### config.mk
export PLATFORM = sky130hd
export DESIGN_NAME = cfi_shadow_stack_ctrl
export DESIGN_NICKNAME = d
export VERILOG_FILES = /design/src/rtl/cfi_shadow_stack_ctrl_pkg.sv /design/src/rtl/cfi_ras_mem.sv /design/src/rtl/cfi_shadow_stack_ctrl.sv
export SDC_FILE = /design/constraint.sdc
export NUM_CORES = 1
export LEC_CHECK = 0
export BUFFER_PORTS_ARGS = -buffer_cell sky130_fd_sc_hd__buf_2
export CAP_MARGIN = 20
export CORE_ASPECT_RATIO = 0.5
export CORE_UTILIZATION = 60
export DETAILED_ROUTE_END_ITERATION = 7
export PLACE_DENSITY = 0.79
export SLEW_MARGIN = 10
export SYNTH_ARGS = -nofsm -noshare
export SYNTH_HDL_FRONTEND = slang
export SYNTH_SLANG_ARGS = --single-unit
### constraint.sdc
create_clock -name clk_i -period 15.79 [get_ports clk_i]
set_clock_uncertainty 0.15 [all_clocks]
set_input_delay 3.158 -clock clk_i [delete_from_list [all_inputs] [get_ports clk_i]]
set_output_delay 3.158 -clock clk_i [all_outputs]
set_load 0.1 [all_outputs]
### src/rtl/cfi_shadow_stack_ctrl_pkg.sv
// Purpose: shared constants and types for the commit-time shadow stack / CFI key manager.
//   CFI_KEY_RST  : XOR key value after reset, also used by the branch unit.
//   cfi_commit_t : call/return commit payload driven by the commit stage.
//   cfi_key_state_e : key manager FSM states.
package cfi_shadow_stack_ctrl_pkg;

  localparam int unsigned CFI_VLEN  = 32;
  localparam int unsigned CFI_KEY_W = 31;

  localparam logic [CFI_KEY_W-1:0] CFI_KEY_RST = 31'h73fa06c2;

  typedef struct packed {
    logic                call_valid;
    logic [CFI_VLEN-1:0] call_ret_addr;
    logic                ret_valid;
    logic [CFI_VLEN-1:0] ret_target;
  } cfi_commit_t;

  typedef enum logic {
    KS_RUN  = 1'b0,
    KS_PEND = 1'b1
  } cfi_key_state_e;

endpackage

### src/rtl/cfi_ras_mem.sv
// Purpose: DEPTH x VLEN return-address register file, one write port and one
//   combinational read port. Contents are not reset; validity is tracked by the
//   entry count in the controller.
// Ports:
//   clk_i    clock
//   we_i     write enable
//   waddr_i  write index
//   wdata_i  write data
//   raddr_i  read index (top of stack)
//   rdata_o  combinational read data
module cfi_ras_mem #(
  parameter  int unsigned VLEN  = 32,
  parameter  int unsigned DEPTH = 16,
  localparam int unsigned PTR_W = $clog2(DEPTH)
) (
  input  logic             clk_i,
  input  logic             we_i,
  input  logic [PTR_W-1:0] waddr_i,
  input  logic [VLEN-1:0]  wdata_i,
  input  logic [PTR_W-1:0] raddr_i,
  output logic [VLEN-1:0]  rdata_o
);

  logic [VLEN-1:0] r_mem [DEPTH];

  // Write port
  always_ff @(posedge clk_i) begin
    if (we_i) begin
      r_mem[waddr_i] <= wdata_i;
    end
  end

  // Combinational top-of-stack read
  assign rdata_o = r_mem[raddr_i];

endmodule

### src/rtl/cfi_shadow_stack_ctrl.sv
// Purpose: commit-time return-address guard and XOR key manager. Pushes the plain
//   return address on each committed call, pops and compares on each committed
//   return, and defers key changes until the shadow stack is empty.
// Ports:
//   clk_i, rst_ni        clock, async active-low reset
//   debug_mode_i         gates push/pop (key load and alarm clear still work)
//   call_valid_i / call_ret_addr_i   committed call and its return address
//   ret_valid_i / ret_target_i       committed return and its target
//   key_we_i / key_wdata_i           key load request
//   alarm_clr_i          clears the sticky alarm
//   key_o, key_pending_o active key, key write waiting for an empty stack
//   violation_o, alarm_o one-cycle mismatch pulse, sticky mismatch flag
//   overflow_o, depth_o  sticky overwrite flag, live entry count
module cfi_shadow_stack_ctrl
  import cfi_shadow_stack_ctrl_pkg::*;
#(
  parameter int unsigned            VLEN    = CFI_VLEN,
  parameter int unsigned            DEPTH   = 16,
  parameter logic [CFI_KEY_W-1:0]   KEY_RST = CFI_KEY_RST
) (
  input  logic                       clk_i,
  input  logic                       rst_ni,
  input  logic                       debug_mode_i,
  input  logic                       call_valid_i,
  input  logic [VLEN-1:0]            call_ret_addr_i,
  input  logic                       ret_valid_i,
  input  logic [VLEN-1:0]            ret_target_i,
  input  logic                       key_we_i,
  input  logic [CFI_KEY_W-1:0]       key_wdata_i,
  input  logic                       alarm_clr_i,
  output logic [CFI_KEY_W-1:0]       key_o,
  output logic                       key_pending_o,
  output logic                       violation_o,
  output logic                       alarm_o,
  output logic                       overflow_o,
  output logic [$clog2(DEPTH):0]     depth_o
);

  localparam int unsigned PTR_W = $clog2(DEPTH);
  localparam int unsigned CNT_W = PTR_W + 1;
  localparam logic [CNT_W-1:0] CNT_FULL = CNT_W'(DEPTH);

  logic [PTR_W-1:0]     r_ptr;
  logic [CNT_W-1:0]     r_cnt;
  logic                 r_violation;
  logic                 r_alarm;
  logic                 r_overflow;
  cfi_key_state_e       r_state;
  logic [CFI_KEY_W-1:0] r_key;
  logic [CFI_KEY_W-1:0] r_pend_data;
  logic                 r_key_pend;

  logic                 w_push;
  logic                 w_pop;
  logic                 w_mismatch;
  logic                 w_viol_evt;
  logic                 w_ovf_evt;
  logic [VLEN-1:0]      w_top;
  logic [PTR_W-1:0]     w_ptr_pop;
  logic [PTR_W-1:0]     w_ptr_nxt;
  logic [CNT_W-1:0]     w_cnt_pop;
  logic [CNT_W-1:0]     w_cnt_nxt;

  // Stack bookkeeping: the pop is applied first, then the push on top of it,
  // so a same-cycle call+return compares the old top and replaces it.
  always_comb begin
    w_push     = call_valid_i & ~debug_mode_i;
    w_pop      = ret_valid_i & ~debug_mode_i & (r_cnt != '0);
    // bit 0 is masked out of the compare
    w_mismatch = ((w_top ^ ret_target_i) & ~VLEN'(1)) != '0;
    w_viol_evt = w_pop & w_mismatch;
    w_ptr_pop  = w_pop ? r_ptr - PTR_W'(1) : r_ptr;
    w_cnt_pop  = w_pop ? r_cnt - CNT_W'(1) : r_cnt;
    w_ptr_nxt  = w_push ? w_ptr_pop + PTR_W'(1) : w_ptr_pop;
    w_ovf_evt  = w_push & (w_cnt_pop == CNT_FULL);
    w_cnt_nxt  = (w_push & ~w_ovf_evt) ? w_cnt_pop + CNT_W'(1) : w_cnt_pop;
  end

  cfi_ras_mem #(
    .VLEN  (VLEN),
    .DEPTH (DEPTH)
  ) u_ras_mem (
    .clk_i   (clk_i),
    .we_i    (w_push),
    .waddr_i (w_ptr_nxt),
    .wdata_i (call_ret_addr_i),
    .raddr_i (r_ptr),
    .rdata_o (w_top)
  );

  // Pointers, count and check flags
  always_ff @(posedge clk_i or negedge rst_ni) begin
    if (!rst_ni) begin
      r_ptr       <= '0;
      r_cnt       <= '0;
      r_violation <= 1'b0;
      r_alarm     <= 1'b0;
      r_overflow  <= 1'b0;
    end else begin
      r_ptr       <= w_ptr_nxt;
      r_cnt       <= w_cnt_nxt;
      r_violation <= w_viol_evt;
      r_alarm     <= w_viol_evt | (r_alarm & ~alarm_clr_i);
      r_overflow  <= r_overflow | w_ovf_evt;
    end
  end

  // Key manager FSM: a new key only takes effect while no obfuscated
  // return address can be live, i.e. the stack stays empty across the edge.
  always_ff @(posedge clk_i or negedge rst_ni) begin
    if (!rst_ni) begin
      r_state     <= KS_RUN;
      r_key       <= KEY_RST;
      r_pend_data <= '0;
      r_key_pend  <= 1'b0;
    end else begin
      case (r_state)
        KS_RUN: begin
          if (key_we_i) begin
            if ((r_cnt == '0) && !w_push) begin
              r_key <= key_wdata_i;
            end else begin
              r_pend_data <= key_wdata_i;
              r_key_pend  <= 1'b1;
              r_state     <= KS_PEND;
            end
          end
        end
        KS_PEND: begin
          if ((w_cnt_nxt == '0) && !w_push) begin
            r_key      <= key_we_i ? key_wdata_i : r_pend_data;
            r_key_pend <= 1'b0;
            r_state    <= KS_RUN;
          end else if (key_we_i) begin
            r_pend_data <= key_wdata_i;
          end
        end
        default: begin
          r_state <= KS_RUN;
        end
      endcase
    end
  end

  assign key_o         = r_key;
  assign key_pending_o = r_key_pend;
  assign violation_o   = r_violation;
  assign alarm_o       = r_alarm;
  assign overflow_o    = r_overflow;
  assign depth_o       = r_cnt;

endmodule
==> impl_metrics.csv <==
group,metric,value,unit
run_status,status,"finished clean",
worst_setup_path,max_stage_delay,0.50,ns
placed_design,portBuffers,139,
cells_and_area,nets,1472,
cells_and_area,fin_util,69.1,%
worst_setup_path,cp.buffers_inverters,5,
synthesis,synth_compound_area_share,2.49,%
synthesis,synthXorXnorAreaFrac,3.71,%
synthesis,synth_area,0.0235,sq mm
cells_and_area,register_area,0.0168,sq mm
sta,period_share,43.3,%
clock_tree,clockBufferDepth,3,
global_routing,grt_usage,26.5,%
die,die_w,282,um
sta,hold_viol_final,0,
die,dieArea,0.0401,sq mm
power_and_ir_drop,peakVddDrop,0.193,mV
die,core,0.0380,sq mm
clock_tree,cts_tree,"yes",
clock_tree,post-cts-setup-buffer-count,0,
clock_tree,root_buffer,"clkbuf_16",
drt,wire_per_inst,27.3,um
sta,tns,0,ns
synthesis,synthAdderAreaFrac,0.266,%
die,boundaryPins,142,
synthesis,synth.yosys.seq_area_share,71.4,%
placed_design,hpwlAfterDp,29400,um
worst_setup_path,reg2reg_to,"u_ras_mem.r_mem[11][27]",
synthesis,ys.flop_type,"edfxtp_1",
synthesis,ys_seq_elements,572,
sta,rsz0062_at_grt,"no",
placed_design,globalplace.congestion,0.808,
synthesis,synth_edf_count,496,
cells_and_area,num-fill-cells,2295,
worst_setup_path,critical_path_cell_count,13,
synthesis,synthCells,1206,
worst_setup_path,slowest_stage,"nor3_2",
synthesis,async_flop_share,13.3,%
global_routing,grt_pass1_wl,76900,um
synthesis,synth_top_family_by_area,"multiplexers",
synthesis,synth-simple-area-share,2.32,%
worst_setup_path,cp_max_fo,22,
cells_and_area,synthToLayoutAreaGrowth,11.6,%
sta,timing.final.ws_setup,8.95,ns
cells_and_area,multiInputGateArea,0.00641,sq mm
sta,slew-limit-headroom,25.8,%
drt,drtIter0Drc,1135,
worst_setup_path,worst-r2r-setup-slack,10.34,ns
power_and_ir_drop,cellLeakagePower,0.00916,uW
worst_setup_path,arrival,6.89,ns
global_routing,antenna_found_initial,1,
synthesis,ys_warn_count,0,
job,maxCapViolations,0,
worst_setup_path,rr_startpoint,"r_ptr[0]",
placed_design,placedCellCount,1834,
worst_setup_path,worstSetupEndpoint,"u_ras_mem.r_mem[11][27]",
worst_setup_path,r2r_cells,13,
power_and_ir_drop,power,4910,uW
global_routing,grt_pass1_vias,12457,
worst_setup_path,crit_type,"input port to flip-flop",
drt,num_vias,12135,
die,rows,50,
clock_tree,htreeDepth,2,
synthesis,postSynthNetCount,1313,
worst_setup_path,crit_path_start_kind,"input port",
global_routing,grt_max_degree,123,
synthesis,synthMuxAreaShare,18.1,%
drt,route.detailed.drc,0,
die,start_util,61.9,%
worst_setup_path,critical_path.top_delay_family,"buffers and inverters",
sta,worstMarginPinSlew,1.11,ns
sta,fmaxAchievable,146,MHz
drt,dr.pass1.iters,5,
hold_path,hold_class,"flip-flop to flip-flop",
cells_and_area,fin_cells,1917,
clock_tree,cts.sinks,572,
worst_setup_path,required,15.84,ns
synthesis,syn_avg_cell_area,19.5,sq um
drt,drtAntennaViolNets,0,
die,die_y,142,um
clock_tree,clk_pin_slew,0.06,ns
synthesis,ys_types,68,
clock_tree,postCtsHoldBufs,0,
placed_design,pre_cts_ws,7.49,ns
sta,finalMaxSlewViolations,0,
clock_tree,cts_inserted_buffers,47,
sta,setup_viol,0,
clock_tree,worstSkewPairLatency,0.58,ns
global_routing,globalRouteOverflowTotal,0,
cells_and_area,drive_gt1_share,33.5,%
sta,finalCriticalPeriod,6.84,ns
power_and_ir_drop,power_density,187,mW/mm^2
worst_setup_path,path_cells,"buf_2 > nand2b_1 > or2_2 > a21boi_0 > ha_1 > nand2_1 > xnor2_1 > xnor2_1 > clkbuf_4 > clkinv_1 > nor3_2 > buf_4 > buf_4",
drt,vias_per_cell,6.33,
worst_setup_path,startpoint,"debug_mode_i",
drt,drt-total-wl,52300,um
worst_setup_path,endpoint_kind,"flip-flop",
clock_tree,cts_resized,0,
## sequential cells by signal, summed over array words and instances (netlist names)
register,flops
alarm_o,1
depth_o,5
key_o,31
key_pending_o,1
overflow_o,1
r_pend_data,31
r_ptr,4
r_state,1
u_ras_mem.r_mem,496
violation_o,1
## final cells by class
| type | instances | share of cell area, % |
|---|---|---|
| Clock buffer | 54 | 4.58 |
| Inverter | 13 | 0.186 |
| Tap cell | 520 | 2.48 |
| Sequential cell | 572 | 64.0 |
| Multi-Input combinational cell | 565 | 24.4 |
| Timing Repair Buffer | 166 | 3.48 |
| Clock inverter | 26 | 0.814 |
| Antenna cell | 1 | 0.00952 |
## how the worst min path moves through the flow
| stage | slack, ns | startpoint | depth (start not counted) | endpoint |
|---|---|---|---|---|
| final | 0.31 | overflow_o | 1 | overflow_o |
| after global routing | 0.35 | overflow_o | 1 | overflow_o |
| after CTS | 0.32 | overflow_o | 1 | overflow_o |
| after detailed placement | 0.30 | overflow_o | 1 | overflow_o |
| after global placement | 0.31 | overflow_o | 1 | overflow_o |
| after floorplan | 0.33 | r_pend_data[30] | 1 | r_pend_data[30] |
## cell usage after synthesis, drive strengths merged (11+ instances only)
library cell	count	area [sq um]
a22oi	12	90.1
nor3	24	125
xnor2	70	621
o21ai	11	58.8
xor2	29	254
inv	12	45.0
a221oi	11	96.3
clkbuf	14	52.6
nor2	14	55.1
dfstp	16	420
mux2	103	1340
dfrtp	60	1500
mux4	90	2030
edfxtp	496	14900
mux2i	89	891
buf	42	298
nand2	24	90.1
## worst register-to-register path, stage by stage, from the launching register on
cell	delay [ns]
dfrtp_4	0.83
inv_2	0.52
ha_1	0.48
nand2_1	0.09
a21boi_0	0.26
ha_1	0.20
nand2_1	0.07
xnor2_1	0.15
xnor2_1	0.41
clkbuf_4	0.31
clkinv_1	0.34
nor3_2	0.51
buf_4	0.30
buf_4	0.46
## layout by cell type, fill, tap and decap left out, types with 24 or more instances in the layout
master | synthesis | routed
mux2_2 | 53 | 53
xor2_1 | 29 | 29
dfrtp_1 | 60 | 56
buf_4 | 8 | 26
xnor2_1 | 69 | 69
clkbuf_16 | 0 | 47
buf_2 | 25 | 138
mux2_4 | 48 | 48
mux2i_1 | 89 | 89
nand2_1 | 24 | 24
edfxtp_1 | 496 | 496
mux4_2 | 90 | 90
## report_power, final
group / switching [uW] / leakage (uW) / total [uW] / internal (uW)
logic: 1150 / 0.00313 / 1830 / 679
clock network: 517 / 0.000688 / 1110 / 595
registers: 114 / 0.00534 / 1970 / 1850
total: 1790 / 0.00916 / 4910 / 3130
## stage by stage
stage / hold WS (ns) / cell area, sq um
floorplan: 0.327 / 23500
global placement: 0.308 / 24800
detailed placement: 0.305 / 24800
CTS: 0.319 / 26300
global route: 0.351 / 26300
finish: 0.314 / 26300
## routing by layer
| layer | GRT usage [%] | up-vias | part of all wire [%] |
|---|---|---|---|
| met4 | 7.51 | 0 | 2.1 |
| met2 | 42.0 | 643 | 47 |
| met5 | 0 | - | 0 |
| met1 | 37.2 | 6272 | 40 |
| met3 | 6.29 | 86 | 10 |
| li1 | - | 5134 | - |
## cell families (layout without fill, tap and decap cells)
group,count (synthesis),after routing
adders and majority gates,5,5
other,0,1
buffers and inverters,69,259
xor gates and xnor gates,99,99
and+or+nand+nor,102,102
AOI/OAI and AO/OA,77,77
muxes,282,282
DFF,572,572
Note: power is estimated with default switching activity, not from simulation.
